==> src/rtl/spi_readback_pkg.sv <==
// Shared types, frame layout constants and the CRC-8 step for the SPI readback path.
// Frame length grows by one CRC byte when SPI_READBACK_CRC_EN is defined.
package spi_readback_pkg;

    typedef enum logic [1:0] {
        ST_IDLE,
        ST_LOAD,
        ST_SHIFT,
        ST_DONE
    } state_t;

    localparam int FRAME_LEN_BASE = 5;
    localparam logic [7:0] CRC8_POLY = 8'h07;

    localparam int IDX_HDR  = 0;
    localparam int IDX_DIN  = 1;
    localparam int IDX_WIN  = 2;
    localparam int IDX_BIAS = 3;
    localparam int IDX_RES  = 4;
    localparam int IDX_CRC  = 5;

`ifdef SPI_READBACK_CRC_EN
    localparam int FRAME_LEN = FRAME_LEN_BASE + 1;
`else
    localparam int FRAME_LEN = FRAME_LEN_BASE;
`endif

    // One byte of CRC-8, MSB first, no reflection.
    function automatic logic [7:0] crc8_step(input logic [7:0] crc, input logic [7:0] data);
        logic [7:0] c;
        c = crc ^ data;
        for (int i = 0; i < 8; i++) begin
            c = c[7] ? ((c << 1) ^ CRC8_POLY) : (c << 1);
        end
        return c;
    endfunction

endpackage

==> src/rtl/spi_sync_edge.sv <==
// Multi-flop synchronizer for an asynchronous SPI pin with rise/fall pulse detection.
// Pulses are combinational from the last sync stage, so the consumer acts SYNC_STAGES+1 clk after the pin.
module spi_sync_edge #(
    parameter int SYNC_STAGES = 2
) (
    input  logic clk,
    input  logic rst,
    input  logic d,
    output logic rise,
    output logic fall
);

    logic [SYNC_STAGES-1:0] sync_q;
    logic                   prev_q;

    // NOTE: sequential state uses non-blocking assignments so every flop samples pre-edge values.
    always_ff @(posedge clk or negedge rst) begin
        if (!rst) begin
            sync_q <= '0;
            prev_q <= 1'b0;
        end else begin
            sync_q <= {sync_q[SYNC_STAGES-2:0], d};
            prev_q <= sync_q[SYNC_STAGES-1];
        end
    end

    assign rise = sync_q[SYNC_STAGES-1] & ~prev_q;
    assign fall = ~sync_q[SYNC_STAGES-1] & prev_q;

endmodule

==> src/rtl/spi_readback_tx.sv <==
// SPI mode-0 slave transmitter returning {header, din, win, bias, result} to the host.
// Define SPI_READBACK_CRC_EN to append a CRC-8 byte over the first five bytes.
module spi_readback_tx
    import spi_readback_pkg::*;
#(
    parameter int         SYNC_STAGES = 2,
    parameter logic [3:0] HDR_NIBBLE  = 4'hA
) (
    input  logic       clk,
    input  logic       rst,
    input  logic [7:0] din,
    input  logic [7:0] win,
    input  logic [7:0] bias,
    input  logic [7:0] result,
    input  logic       result_valid,
    input  logic       sclk,
    input  logic       cs_n,
    output logic       miso,
    output logic       miso_oe,
    output logic       byte_sent,
    output logic       frame_done,
    output logic       busy
);

    localparam logic [2:0] LAST_IDX = 3'(FRAME_LEN - 1);

    logic sclk_rise, sclk_fall, cs_rise, cs_fall;

    spi_sync_edge #(.SYNC_STAGES(SYNC_STAGES)) u_sclk_sync (
        .clk(clk), .rst(rst), .d(sclk), .rise(sclk_rise), .fall(sclk_fall)
    );

    spi_sync_edge #(.SYNC_STAGES(SYNC_STAGES)) u_cs_sync (
        .clk(clk), .rst(rst), .d(cs_n), .rise(cs_rise), .fall(cs_fall)
    );

    state_t                    state_q, state_d;
    logic [7:0]                shreg_q, shreg_d;
    logic [2:0]                bit_cnt_q, bit_cnt_d;
    logic [2:0]                byte_idx_q, byte_idx_d;
    logic [2:0]                next_idx;
    logic [FRAME_LEN-1:0][7:0] frame_q, frame_d, snap;
    logic                      rise_seen_q, rise_seen_d;
    logic                      miso_d, miso_oe_d, busy_d, byte_sent_d, frame_done_d;
`ifdef SPI_READBACK_CRC_EN
    logic [7:0]                crc_acc;
`endif

    always_comb begin
        snap           = '0;
        snap[IDX_HDR]  = {HDR_NIBBLE, 3'b000, result_valid};
        snap[IDX_DIN]  = din;
        snap[IDX_WIN]  = win;
        snap[IDX_BIAS] = bias;
        snap[IDX_RES]  = result;
`ifdef SPI_READBACK_CRC_EN
        crc_acc = 8'h00;
        for (int i = 0; i < FRAME_LEN_BASE; i++) begin
            crc_acc = crc8_step(crc_acc, snap[i]);
        end
        snap[IDX_CRC] = crc_acc;
`endif
    end

    assign next_idx = byte_idx_q + 3'd1;

    // NOTE: every variable gets a default first so no path through the case infers a latch.
    always_comb begin
        state_d      = state_q;
        shreg_d      = shreg_q;
        bit_cnt_d    = bit_cnt_q;
        byte_idx_d   = byte_idx_q;
        frame_d      = frame_q;
        rise_seen_d  = rise_seen_q;
        miso_d       = miso;
        miso_oe_d    = miso_oe;
        busy_d       = busy;
        byte_sent_d  = 1'b0;
        frame_done_d = 1'b0;

        if (cs_rise) begin
            state_d   = ST_IDLE;
            miso_d    = 1'b0;
            miso_oe_d = 1'b0;
            busy_d    = 1'b0;
        end else begin
            case (state_q)
                ST_IDLE: begin
                    if (cs_fall) state_d = ST_LOAD;
                end
                ST_LOAD: begin
                    frame_d     = snap;
                    shreg_d     = snap[IDX_HDR];
                    bit_cnt_d   = 3'd7;
                    byte_idx_d  = 3'd0;
                    rise_seen_d = 1'b0;
                    miso_d      = snap[IDX_HDR][7];
                    miso_oe_d   = 1'b1;
                    busy_d      = 1'b1;
                    state_d     = ST_SHIFT;
                end
                ST_SHIFT: begin
                    if (sclk_rise) rise_seen_d = 1'b1;
                    // A falling edge only advances data once the host has sampled the current bit.
                    if (sclk_fall && rise_seen_q) begin
                        rise_seen_d = 1'b0;
                        if (bit_cnt_q != 3'd0) begin
                            shreg_d   = shreg_q << 1;
                            miso_d    = shreg_q[6];
                            bit_cnt_d = bit_cnt_q - 3'd1;
                        end else if (byte_idx_q == LAST_IDX) begin
                            byte_sent_d  = 1'b1;
                            frame_done_d = 1'b1;
                            miso_d       = 1'b0;
                            state_d      = ST_DONE;
                        end else begin
                            byte_sent_d = 1'b1;
                            byte_idx_d  = next_idx;
                            shreg_d     = frame_q[next_idx];
                            miso_d      = frame_q[next_idx][7];
                            bit_cnt_d   = 3'd7;
                        end
                    end
                end
                ST_DONE: begin
                    miso_d = 1'b0;
                end
                default: state_d = ST_IDLE;
            endcase
        end
    end

    // NOTE: the frame snapshot is reset with everything else; it is only 5-6 bytes of flops.
    always_ff @(posedge clk or negedge rst) begin
        if (!rst) begin
            state_q     <= ST_IDLE;
            shreg_q     <= '0;
            bit_cnt_q   <= '0;
            byte_idx_q  <= '0;
            frame_q     <= '0;
            rise_seen_q <= 1'b0;
            miso        <= 1'b0;
            miso_oe     <= 1'b0;
            busy        <= 1'b0;
            byte_sent   <= 1'b0;
            frame_done  <= 1'b0;
        end else begin
            state_q     <= state_d;
            shreg_q     <= shreg_d;
            bit_cnt_q   <= bit_cnt_d;
            byte_idx_q  <= byte_idx_d;
            frame_q     <= frame_d;
            rise_seen_q <= rise_seen_d;
            miso        <= miso_d;
            miso_oe     <= miso_oe_d;
            busy        <= busy_d;
            byte_sent   <= byte_sent_d;
            frame_done  <= frame_done_d;
        end
    end

endmodule

==> config.mk <==
export PLATFORM = sky130hd
export DESIGN_NAME = spi_readback_tx
export DESIGN_NICKNAME = d
export VERILOG_FILES = /design/src/rtl/spi_readback_pkg.sv /design/src/rtl/spi_sync_edge.sv /design/src/rtl/spi_readback_tx.sv
export SDC_FILE = /design/constraint.sdc
export NUM_CORES = 1
export LEC_CHECK = 0
export ABC_AREA = 1
export CELL_PAD_IN_SITES_DETAIL_PLACEMENT = 0
export CELL_PAD_IN_SITES_GLOBAL_PLACEMENT = 1
export CORE_ASPECT_RATIO = 1.1
export CORE_MARGIN = 5
export CORE_UTILIZATION = 37
export DETAILED_ROUTE_END_ITERATION = 7
export PLACE_DENSITY = 0.76
export SYNTH_ARGS = -nofsm -noshare
export SYNTH_HDL_FRONTEND = slang
export SYNTH_SLANG_ARGS = --single-unit
==> constraint.sdc <==
create_clock -name clk -period 1.65 [get_ports clk]
set_input_delay 0.165 -clock clk [delete_from_list [all_inputs] [get_ports clk]]
set_output_delay 0.165 -clock clk [all_outputs]
set_load 0.01 [all_outputs]
Yosys cells after proc, flatten, opt, wreduce, memory -nomap -nowiden
Cells that the tools add are included.

Register bits after elaboration: 60. Output and inout port bits: 5.

Equal/unequal tests: 13. Reduce and logical (&&, ||, !) cells: 13. Order comparisons: 1. Muxes and demuxes: 39. Bitwise logic cells: 9. Add/sub/neg operators: 2.

Operators with widths (count): binary-select mux 8 bit (select 3 bit) (1); 2-to-1 mux 7 bit (3); 2-to-1 mux 3 bit (6); != test 3 bit (second input constant) (6); 2-to-1 mux 1 bit (17); one-hot mux 7 bit (2 select lines) (1); one-hot mux 3 bit (2 select lines) (2); 2-to-1 mux 2 bit (5); AND reduction 5 bit (2); 2-to-1 mux 8 bit (1); nonzero test 4 bit (2); != test 2 bit (second input constant) (3); one-hot mux 2 bit (3 select lines) (1); inverter 1 bit (5); AND 1 bit (4); == test 2 bit (second input constant) (2); less-than comparator 3 x 4 -> 1 bit (second input constant) (1); AND reduction 2 bit (2); AND reduction 4 bit (1); nonzero test 2 bit (2); adder 3 x 1 -> 3 bit (second input constant) (1); == test 3 bit (second input constant) (1); one-hot mux 1 bit (3 select lines) (1); AND reduction 3 bit (1); 6 further kinds (6).

Depth between registers and ports, before layout
Word-level depth: 8. Gate-level depth with buffers: 12. Depth with buffers taken out: 11.

Cells and area by module
Synthesis repeated with hierarchy kept, for this count alone.

Cell total of the unflattened synthesis: 321. Area, all modules: 2894.0 sq um.

Modules (own cells, without submodules): spi_readback_tx (times used 1, sequential area each 1351.3 sq um, cells each 307, area each 2713.9 sq um); spi_sync_edge (times used 2, sequential area each 75.1 sq um, cells each 7, area each 90.1 sq um).

Worst setup path before layout
Ideal clock, no wire load.

Path type: register -> register. Start point: reg byte_idx_q[0]. End point: reg shreg_q[1]. Arrival: 1603 ps. Setup time: 65 ps. Stages on the path, launching flop included: 11. Setup slack: -17 ps. Buffers on the path: 1. Required time: 1585 ps. Cells stage by stage: dfrtp_1 inv_2 ha_1 buf_2 nor2_1 nand2_1 o21ai_0 nand2_1 nand3_1 nand2_1 nand2_1.

Cells in the longest elaborated chain, start to end: 7.

RTL lines: start, declared (line spi_readback_tx.sv:40) `logic [2:0] byte_idx_q, byte_idx_d;`; start signal, assigned (line spi_readback_tx.sv:151) `byte_idx_q <= byte_idx_d;`; adder 3 x 1 -> 3 bit (line spi_readback_tx.sv:65) `assign next_idx = byte_idx_q + 3'd1;`; binary-select mux 8 bit (select 3 bit) (line spi_readback_tx.sv:119) `shreg_d = frame_q[next_idx];`; 2-to-1 mux 8 bit; 2-to-1 mux 7 bit (line spi_readback_tx.sv:111) `end else if (byte_idx_q == LAST_IDX) begin`; 2-to-1 mux 7 bit (line spi_readback_tx.sv:107) `if (bit_cnt_q != 3'd0) begin`; 2-to-1 mux 7 bit (line spi_readback_tx.sv:105) `if (sclk_fall && rise_seen_q) begin`; one-hot mux 7 bit (2 select lines) (line spi_readback_tx.sv:87) `case (state_q)`; end signal, assigned (line spi_readback_tx.sv:149) `shreg_q <= shreg_d;`; end, declared (line spi_readback_tx.sv:38) `logic [7:0] shreg_q, shreg_d;`.

Several ways; a longest one is shown, not always the timed one. The select of a mux whose other input is x is not followed. A chain may end at the register's enable or synchronous reset.

Worst setup path in the final report
Start point: reg byte_idx_q[0]. End point: reg bit_cnt_q[2].

Cells in the longest elaborated chain, start to end: 3.

RTL lines: == test 3 bit (line spi_readback_tx.sv:111); != test 3 bit (no source line); AND reduction 4 bit (no source line); end signal, assigned (line spi_readback_tx.sv:150) `bit_cnt_q <= bit_cnt_d;`; end, declared (line spi_readback_tx.sv:39) `logic [2:0] bit_cnt_q, bit_cnt_d;`.

Every way passes these cells.

==> key figures <==
Synthesis
  – Mapped Area: 2900 sq um
  – Syn Nets: around 360
  – Syn. warnings: 0
  – Synth Instances: 309
  – Seq/Total Area, Yosys: between 50% and 60%
  – Seq cells post-synth: 60
  – Distinct cells, synth: 26
  – Post-synthesis area per instance: 9.40 sq um

Floorplanning
  – Initial core utilization: between 30% and 40%
  – Die Ht: 103 microns
  – I/O pins: 42
  – DIE AREA: roughly 10000 sq um
  – Chip Width: between 90 and 100 microns
  – Core Box Area: 7560 sq um
  – Site row count: 33

Critical path
  – Flop2flop setup slack: 0.12 ns
  – RR Endpoint: bit_cnt_q[2]
  – CP startpoint: byte_idx_q[0]
  – Crit path capture type: flip-flop
  – R2R depth: 9
  – Worst Setup Start Kind: flip-flop
  – Worst-path maximum fanout: 6
  – R2R Path Start: byte_idx_q[0]
  – WS Path Type: flip-flop to flip-flop
  – End point of the critical path: bit_cnt_q[2]
  – WP data arrival: 1.75 ns
  – Data required time of the worst path: about 1.9 ns

Global routing
  – Largest net degree at the start of global routing: just over 60
  – First-pass GRT wire length: 10800 microns
  – Initial antenna violation count: 0
  – Vias in the first global route: 2311
  – Grt total ovfl: 0
  – Total track usage: 14.4%

Timing
  – Tcrit/Tclk final: 92.8%
  – Max-slew violations: 0
  – Final Hold Fails: 0
  – Max_slew headroom: 78.3%
  – Post-route minimum period: 1.53 ns
  – Final setup vio count: 0
  – Post-route setup TNS: 0 ns
  – Maximum clock frequency: 653 MHz
  – Slew @ Worst Pin: 0.325 ns
  – Unrepaired setup endpoints after global routing: false
  – Smallest hold slack: 0.264 ns
  – Final setup skew: approximately 0.0084 ns

Hold path
  – Hold Path Class: primary input to flip-flop
  – Worst Hold Depth: 1

Power
  – Peak VDD IR: 0.618 mV
  – Pwr Density: 1550 nW/um^2
  – Lkg Pwr: 0.00178 uW

Status
  – Status: completed

Clock tree
  – H-tree depth: 3
  – CTS Buf Count: 9
  – Clk pin slew, worst setup/hold paths: around 0.060 ns
  – Clock network latency to the later pin of the worst-skew pair: ~0.34 ns
  – Clock tree buffer depth: 2
  – Clk root buf: clkbuf_8
  – Sink Count: 60
  – TritonCTS clock tree: built

Routing
  – 1st-iter DRT viols: slightly above 70
  – Initial DRT Pass Iterations: 4
  – Post-DR wirelength/cell: 12.8 microns
  – DRT antenna net count: 0
  – DR vias: 2228
  – Post-route DRC: 0
  – Mean number of vias per cell: approximately 4.6
  – Routed wire length: just over 6000 microns

Final layout
  – Nets: between 400 and 500
  – Number of diodes: 0
  – Layout cell share with drive strength beyond 1: between 20 and 25%
  – Sequential Area: 1500 sq um
  – Most frequent cells in the layout: 85 x nand2_1, 60 x dfrtp_1, 40 x clkdlybuf4s50_1
  – Area Growth Syn to Fin: 32.4%
  – Multi-input logic area: 1270 sq um
  – Filler cell count: 726
  – Most common cell after layout, fill and taps aside: nand2_1

Placement
  – Detailed Place HPWL: 4610 microns
  – Port Buffer Count: 41
  – Placer Congestion: 0.821

Flow run
  – Max-Cap Viols: 0
metal layers:
| metal | up-vias | track usage [%] | wire, microns |
|---|---|---|---|
| met2 | 43 | 22.5 | 2930 |
| li1 | 1122 | - | - |
| met4 | 0 | 7.99 | 156 |
| met1 | 1050 | 18.8 | 2860 |
| met5 | - | 0 | 0 |
| met3 | 13 | 2.92 | 244 |
Yosys cell counts (all sizes together):
cell   count  area share, %
o31ai      1           0.26
nor2      31            4.8
buf       11            2.8
nor4       2           0.43
ha        10            4.3
a22oi      1           0.26
nand3     11            1.9
xor2       1           0.30
nand4      2           0.43
mux2      29             11
or2        2           0.43
a21oi      8            1.4
inv       27            3.5
nor3       2           0.34
o21ai     23            4.1
dfrtp     60             52
xnor2      1           0.56
nand2     87             11
per-stage QoR:
stage                     power (uW)  cell area, sq um  util, %  worst slack (ns)  cells
final                           5940              3850     50.9             0.119    485
after global routing            6420              3850     50.9           0.00349    485
after CTS                       5920              3790     50.1            0.0209    483
after detailed placement        4560              3570     47.2           -0.0666    466
after global placement          4500              3570     47.2           -0.0119    466
after floorplan                 3840              2910        -            0.0387    309
power breakdown:
group          switching [uW]  internal (uW)
logic                    1080           1170
clock network             555            774
registers                 317           2050
total                    1950           3990
flip-flops by register name, indices dropped and copies added, names as in the netlist:
| signal | flops |
|---|---|
| u_sclk_sync.prev_q | 1 |
| u_cs_sync.sync_q | 2 |
| byte_sent | 1 |
| u_cs_sync.prev_q | 1 |
| busy | 1 |
| rise_seen_q | 1 |
| frame_done | 1 |
| bit_cnt_q | 3 |
| u_sclk_sync.sync_q | 2 |
| frame_q | 34 |
| miso | 1 |
| state_q | 2 |
| byte_idx_q | 3 |
| shreg_q | 7 |
logic make-up (layout without fill, tap and decap cells):
family,after synthesis,count (layout),share of synthesized area (%)
AO/OA/AOI/OAI,33,33,5.99
XOR/XNOR,2,2,0.862
adder cells (fa/ha/maj),10,10,4.31
buffers and inverters,38,109,6.25
flip-flops,60,60,51.7
multiplexers,29,29,11.2
AND/OR/NAND/NOR,137,137,19.6
what timing repair did:
action | 4_1_cts | 5_1_grt
resized for setup | 2 | 11
endpoints found under the setup margin | 7 | 31
hold buffers | 1 | 0
cloned | 0 | 0
endpoints found under the hold margin | 60 | 0
pin swaps | 0 | 3
setup buffers | 0 | 2
worst min path at each step:
stage,startpoint,to
final,cs_n,u_cs_sync.sync_q[0]
after CTS,cs_n,u_cs_sync.sync_q[0]
after global routing,cs_n,u_cs_sync.sync_q[0]
after detailed placement,rst,frame_q[21]
after floorplan,rst,bit_cnt_q[0]
after global placement,rst,state_q[0]
critical path, cell delays in order, from the launching register on:
cell     delay, ns
dfrtp_1       0.42
inv_2         0.09
ha_4          0.12
nand2_1       0.10
nor2_1        0.12
inv_1         0.07
o21ai_2       0.25
inv_1         0.12
nand2_1       0.07
o21ai_1       0.06
final cells by class:
| type | count | area share, % |
|---|---|---|
| sequential | 60 | 39.0 |
| multi-input combinational | 211 | 33.1 |
| timing repair buffer | 66 | 16.6 |
| clock buffer | 12 | 4.03 |
| tap | 105 | 3.42 |
| inverter | 27 | 2.63 |
| clock inverter | 4 | 1.24 |
No activity file was read; power rests on OpenSTA's default activity.
==> patch 1 (config.mk and constraints unchanged) <==
Reset style: synchronous (`rst`), changed in 2 clocked blocks. Comments in the files are not updated.
--- a/src/rtl/spi_sync_edge.sv
+++ b/src/rtl/spi_sync_edge.sv
@@ -14,7 +14,7 @@
     logic                   prev_q;
 
     // NOTE: sequential state uses non-blocking assignments so every flop samples pre-edge values.
-    always_ff @(posedge clk or negedge rst) begin
+    always_ff @(posedge clk) begin
         if (!rst) begin
             sync_q <= '0;
             prev_q <= 1'b0;
--- a/src/rtl/spi_readback_tx.sv
+++ b/src/rtl/spi_readback_tx.sv
@@ -131,7 +131,7 @@
     end
 
     // NOTE: the frame snapshot is reset with everything else; it is only 5-6 bytes of flops.
-    always_ff @(posedge clk or negedge rst) begin
+    always_ff @(posedge clk) begin
         if (!rst) begin
             state_q     <= ST_IDLE;
             shreg_q     <= '0;
Check against the original RTL: differs if rst is asserted again (counterexample within 10 cycles, from zero or initial values and one cycle with rst low); with rst held inactive, the same outputs for 10 cycles.
==> patch 1 against the original RTL <==
  * Cell area decreased by 1.8%
  * Worst setup slack got worse by 0.0053 ns
  * Combinational power increased by 5%
  * Critical path depth unchanged
  * Utilization decreased by 0.38 points
  * Synthesized area decreased by 2.0%
  * Count of clock-buffer cells in the layout decreased by 2
  * Routed wire length increased by 14%
  * Sequential power decreased by 15%
  * Power increased by 0.32%
  * Via count increased by 19%
  * Die area decreased by 1.8%
  * Sequential cell count unchanged
  * Clock skew about the same
  * Largest cell class is now multi-input gates
==> patch 1: results <==
export IMPL_synth_nets=458
export IMPL_start_kind="flop"
export IMPL_drv_cap=0
export IMPL_avgSynthCellArea_sq_um=6.96
export IMPL_hp_class="primary input to flop"
export IMPL_r2r_end="shreg_q[5]"
export IMPL_yosys_warnings=0
export IMPL_finClkSkew_ns=0.00874
export IMPL_clockBufferDepth=2
export IMPL_num_antenna_cells=0
export IMPL_cts_inserted_buffers=9
export IMPL_fillers=751
export IMPL_worst_r2r_setup_slack_ns=0.11
export IMPL_first_global_vias=2539
export IMPL_drive_above_1_share_pct=14.7
export IMPL_grt_total_usage_pct=15.5
export IMPL_ir_worst_vdd_mv=0.668
export IMPL_synth_fa_ha_area_share_pct=5.27
export IMPL_gp_congestion=0.884
export IMPL_grt_max_degree=51
export IMPL_swShare_pct=36.3
export IMPL_synth_distinct_cells=27
export IMPL_synth_area_leaders="dfxtp_1 42%, nand2_1 10%, nor2_1 7.5%, o21ai_0 7.2%, a21oi_1 6.3%"
export IMPL_antenna_found_initial=0
export IMPL_crit_path_start="state_q[0]"
export IMPL_hold_path_end="u_cs_sync.sync_q[0]"
export IMPL_status="complete, no violations"
export IMPL_vias=2644
export IMPL_hold_path_startpoint="cs_n"
export IMPL_stdcell_count=574
export IMPL_critPathMaxFanout=6
export IMPL_grt_pass1_wl_microns=11600
export IMPL_placed_cells=555
export IMPL_multi_input_area_sq_um=1430
export IMPL_top_regs="frame_q (34), shreg_q (7)"
export IMPL_h_tree_depth=3
export IMPL_nNetsFinal=513
export IMPL_yosys_top_cells_count="77 x nand2_1, 60 x dfxtp_1, 57 x nor2_1, 48 x inv_1, 41 x o21ai_0"
export IMPL_async_flop_share_pct=0
export IMPL_synth_xor_area_share_pct=0.571
export IMPL_leakagePower_nw=1.61
export IMPL_dr_first_iter_drc_count=106
export IMPL_arrival_ns=1.78
export IMPL_synth_seq_area_share_pct=42.2
export IMPL_root_buffer="clkbuf_8"
export IMPL_hpwl_microns=5090
export IMPL_synth_compound_area_share_pct=15.6
export IMPL_muxShareOfSynthArea_pct=0
export IMPL_clock_latency_ns=0.33
export IMPL_whs_path_depth=3
export IMPL_wire_per_inst_microns=12.3
export IMPL_relSlewSlack_pct=75.6
export IMPL_dp_worst_setup_slack_ns=-0.0661
==> patch 1: layout make-up <==
type / instances / area share (%)
Multi-Input combinational cell: 279 / 37.8
Sequential cell: 60 / 31.9
Inverter: 52 / 5.47
Clock buffer: 10 / 3.38
Timing Repair Buffer: 62 / 15.0
Clock inverter: 6 / 2.98
Tap cell: 105 / 3.48
==> patch 1: stage by stage <==
step,hold slack [ns],TNS [ns],area (sq um)
finish,0.359,0,3780
global route,0.352,-0.0139,3780
CTS,0.342,0,3720
detailed placement,0.404,-0.418,3460
global placement,0.396,-0.00200,3460
floorplan,0.263,0,2870
==> patch 1: critical path: stages (launching register included) <==
cell     delay, ns
dfxtp_2       0.36
inv_2         0.06
ha_1          0.27
inv_1         0.07
nor2_4        0.10
nand4_1       0.24
inv_1         0.15
nand3_1       0.08
nand2_1       0.07
inv_1         0.03
==> patch 1: worst max-delay path by stage <==
| stage | endpoint | slack, ns | depth (start not counted) |
|---|---|---|---|
| 2_1_floorplan | shreg_q[1] | 0.009 | 10 |
| 3_3_place_gp | bit_cnt_q[0] | -0.002 | 9 |
| 3_5_place_dp | bit_cnt_q[0] | -0.07 | 9 |
| 4_1_cts | shreg_q[5] | 0.002 | 9 |
| 5_1_grt | state_q[1] | -0.01 | 9 |
| 6_report | shreg_q[5] | 0.11 | 9 |
==> patch 1: repair_timing <==
item	CTS	global route
gates cloned	1	0
setup buffers	0	2
pin swaps	1	5
setup endpoints to repair	25	17
resized for setup	7	19
==> patch 1: kinds of logic (layout without fill, tap and decap cells) <==
family	Yosys count	count (layout)
buf+inv	71	130
simple gates	180	181
fa+ha+maj	12	12
flops	60	60
compound gates	85	85
xor+xnor	1	1
==> patch 1: power groups by stage <==
| stage | registers [mW] | clock network (mW) | logic, mW |
|---|---|---|---|
| after CTS | 2.00 | 1.63 | 2.28 |
| after global routing | 2.05 | 1.70 | 2.72 |
| after global placement | 2.02 | 0 | 2.17 |
| after floorplan | 2.01 | 0 | 1.48 |
| after detailed placement | 2.03 | 0 | 2.19 |
| final | 2.01 | 1.59 | 2.36 |
==> patch 1: metal layers <==
metal / part of all wire (%) / track usage [%]
met5: 0 / 0
met4: 1.4 / 5.78
met3: 4.5 / 3.83
met2: 45 / 24.4
met1: 49 / 20.7
==> patch 2 (config.mk and constraints unchanged) <==
Made on the original files. `SYNC_STAGES` is set to 2 in 2 places; all go to 4.
--- a/src/rtl/spi_sync_edge.sv
+++ b/src/rtl/spi_sync_edge.sv
@@ -1,7 +1,7 @@
 // Multi-flop synchronizer for an asynchronous SPI pin with rise/fall pulse detection.
 // Pulses are combinational from the last sync stage, so the consumer acts SYNC_STAGES+1 clk after the pin.
 module spi_sync_edge #(
-    parameter int SYNC_STAGES = 2
+    parameter int SYNC_STAGES = 4
 ) (
     input  logic clk,
     input  logic rst,
--- a/src/rtl/spi_readback_tx.sv
+++ b/src/rtl/spi_readback_tx.sv
@@ -3,7 +3,7 @@
 module spi_readback_tx
     import spi_readback_pkg::*;
 #(
-    parameter int         SYNC_STAGES = 2,
+    parameter int         SYNC_STAGES = 4,
     parameter logic [3:0] HDR_NIBBLE  = 4'hA
 ) (
     input  logic       clk,
Formal check against the unedited RTL: not equivalent (a bounded check fails within 10 cycles, from zero or initial values and one cycle with rst low).
==> patch 2 against the original RTL <==
  * Sequential cell count is 4 higher
  * Synthesized cell count is 3.2% higher
  * Power is 5.5% higher
  * Count of clock-buffer cells in the layout is 3 lower
  * Cell area is 4.1% higher
  * Routed wire length is 3.1% higher
  * Worst setup slack worse by 0.017 ns
  * Synthesized area is 4.2% higher
  * Largest power group unchanged
==> patch 2: results <==
export IMPL_clk_pin_slew_worst_paths_ns=0.07
export IMPL_end_kind="flop"
export IMPL_slowest_delay_ns=0.44
export IMPL_met3_length_microns=309
export IMPL_ant_nets=0
export IMPL_synth_area_leaders="dfrtp_1 53%, nand2_1 11%, mux2_2 9.7%, ha_1 4.1%, nor2_1 3.7%"
export IMPL_arrival_ns=1.76
export IMPL_nNetsFinal=430
export IMPL_clockBufferDepth=2
export IMPL_hold_path_end="u_sclk_sync.sync_q[0]"
export IMPL_yosys_top_cells_count="86 x nand2_1, 64 x dfrtp_1, 30 x nor2_1, 26 x mux2_2, 25 x inv_1"
export IMPL_dr_first_iter_drc_count=83
export IMPL_finClkSkew_ns=0.00607
export IMPL_grt_max_degree=27
export IMPL_leakagePower_nw=1.85
export IMPL_drive_above_1_share_pct=24.2
export IMPL_port_buffers=41
export IMPL_h_tree_depth=3
export IMPL_synth_cells=319
export IMPL_placed_cells=475
export IMPL_drt_total_wl_microns=6380
export IMPL_wl_met1_microns=2940
export IMPL_async_flop_share_pct=100
export IMPL_hold_path_startpoint="sclk"
export IMPL_hold_slack_ns=0.269
export IMPL_r2r_end="byte_idx_q[2]"
export IMPL_ir_worst_vdd_mv=0.637
export IMPL_gp_congestion=0.820
export IMPL_grt_total_usage_pct=13.9
export IMPL_post_dp_cell_area_sq_um=3680
export IMPL_whs_path_depth=1
export IMPL_synth_nets=366
export IMPL_num_antenna_cells=0
export IMPL_crit_path_start="state_q[0]"
export IMPL_setup_ws_ns=0.102
export IMPL_wl_met2_microns=2960
export IMPL_rr_worst_depth=9
export IMPL_synth_distinct_cells=31
export IMPL_crit_family="flip-flops"
export IMPL_vias_per_cell=4.61
export IMPL_synth_seq_area_share_pct=52.9
export IMPL_hpwl_microns=4740
export IMPL_yosys_warnings=0
export IMPL_critPathMaxFanout=5
export IMPL_top_regs="frame_q (34), shreg_q (7)"
export IMPL_first_global_vias=2294
export IMPL_root_buffer="clkbuf_8"
export IMPL_wire_per_inst_microns=12.9
export IMPL_hp_class="primary input to flop"
export IMPL_antenna_found_initial=0
export IMPL_grt_pass1_wl_microns=10900
export IMPL_status="complete, no violations"
export IMPL_slowest_stage="dfrtp_1"
export IMPL_clock_latency_ns=0.34
export IMPL_drt_pass1_iterations=5
export IMPL_dp_worst_setup_slack_ns=-0.0189
export IMPL_cts_inserted_buffers=9
export IMPL_maxUsedRoutingLayer="met4"
export IMPL_relSlewSlack_pct=66.0
==> patch 2: worst reg2reg max path: stages (launching register included) <==
cell	delay (ns)
dfrtp_1	0.44
inv_2	0.11
ha_4	0.17
nor2_2	0.06
nor2_1	0.10
nand2_2	0.11
a21oi_4	0.18
nand2_2	0.10
nand2_1	0.07
o21ai_0	0.08
==> patch 2: what timing repair did <==
action,in CTS,in global routing
pin swaps,0,4
hold buffers,1,0
gates resized for setup,3,18
buffers inserted,0,4
hold endpoints to repair,18,0
setup endpoints to repair,4,29
==> patch 2: cells by family (layout without fill, tap and decap cells) <==
group / Yosys count / count (layout) / share of synthesized area (%)
and+or+nand+nor: 144 / 144 / 19.8
DFF: 64 / 64 / 52.9
buffers and inverters: 38 / 107 / 5.87
AOI/OAI and AO/OA: 35 / 35 / 6.74
muxes: 26 / 26 / 9.67
adders and majority gates: 10 / 10 / 4.13
xor gates and xnor gates: 2 / 2 / 0.827
==> patch 2: per-layer routing <==
| layer | up-vias | track usage [%] |
|---|---|---|
| met2 | 57 | 19.7 |
| met1 | 1063 | 19.5 |
| met5 | - | 0 |
| met4 | 0 | 6.71 |
| met3 | 13 | 3.59 |
| li1 | 1156 | - |
==> patch 2: final cells by class <==
cell class                 count  area, sq um
clock buffer                   9          124
multi-input combinational    217         1330
inverter                      28          109
sequential                    64         1600
tap                          108          135
timing repair buffer          63          636
fill                         753         3950
clock inverter                 7         71.3
==> patch 2: where the power goes <==
group | switching, mW | internal (mW)
sequential | 0.330 | 2.17
clock | 0.631 | 0.696
combinational | 1.20 | 1.23
total | 2.16 | 4.11
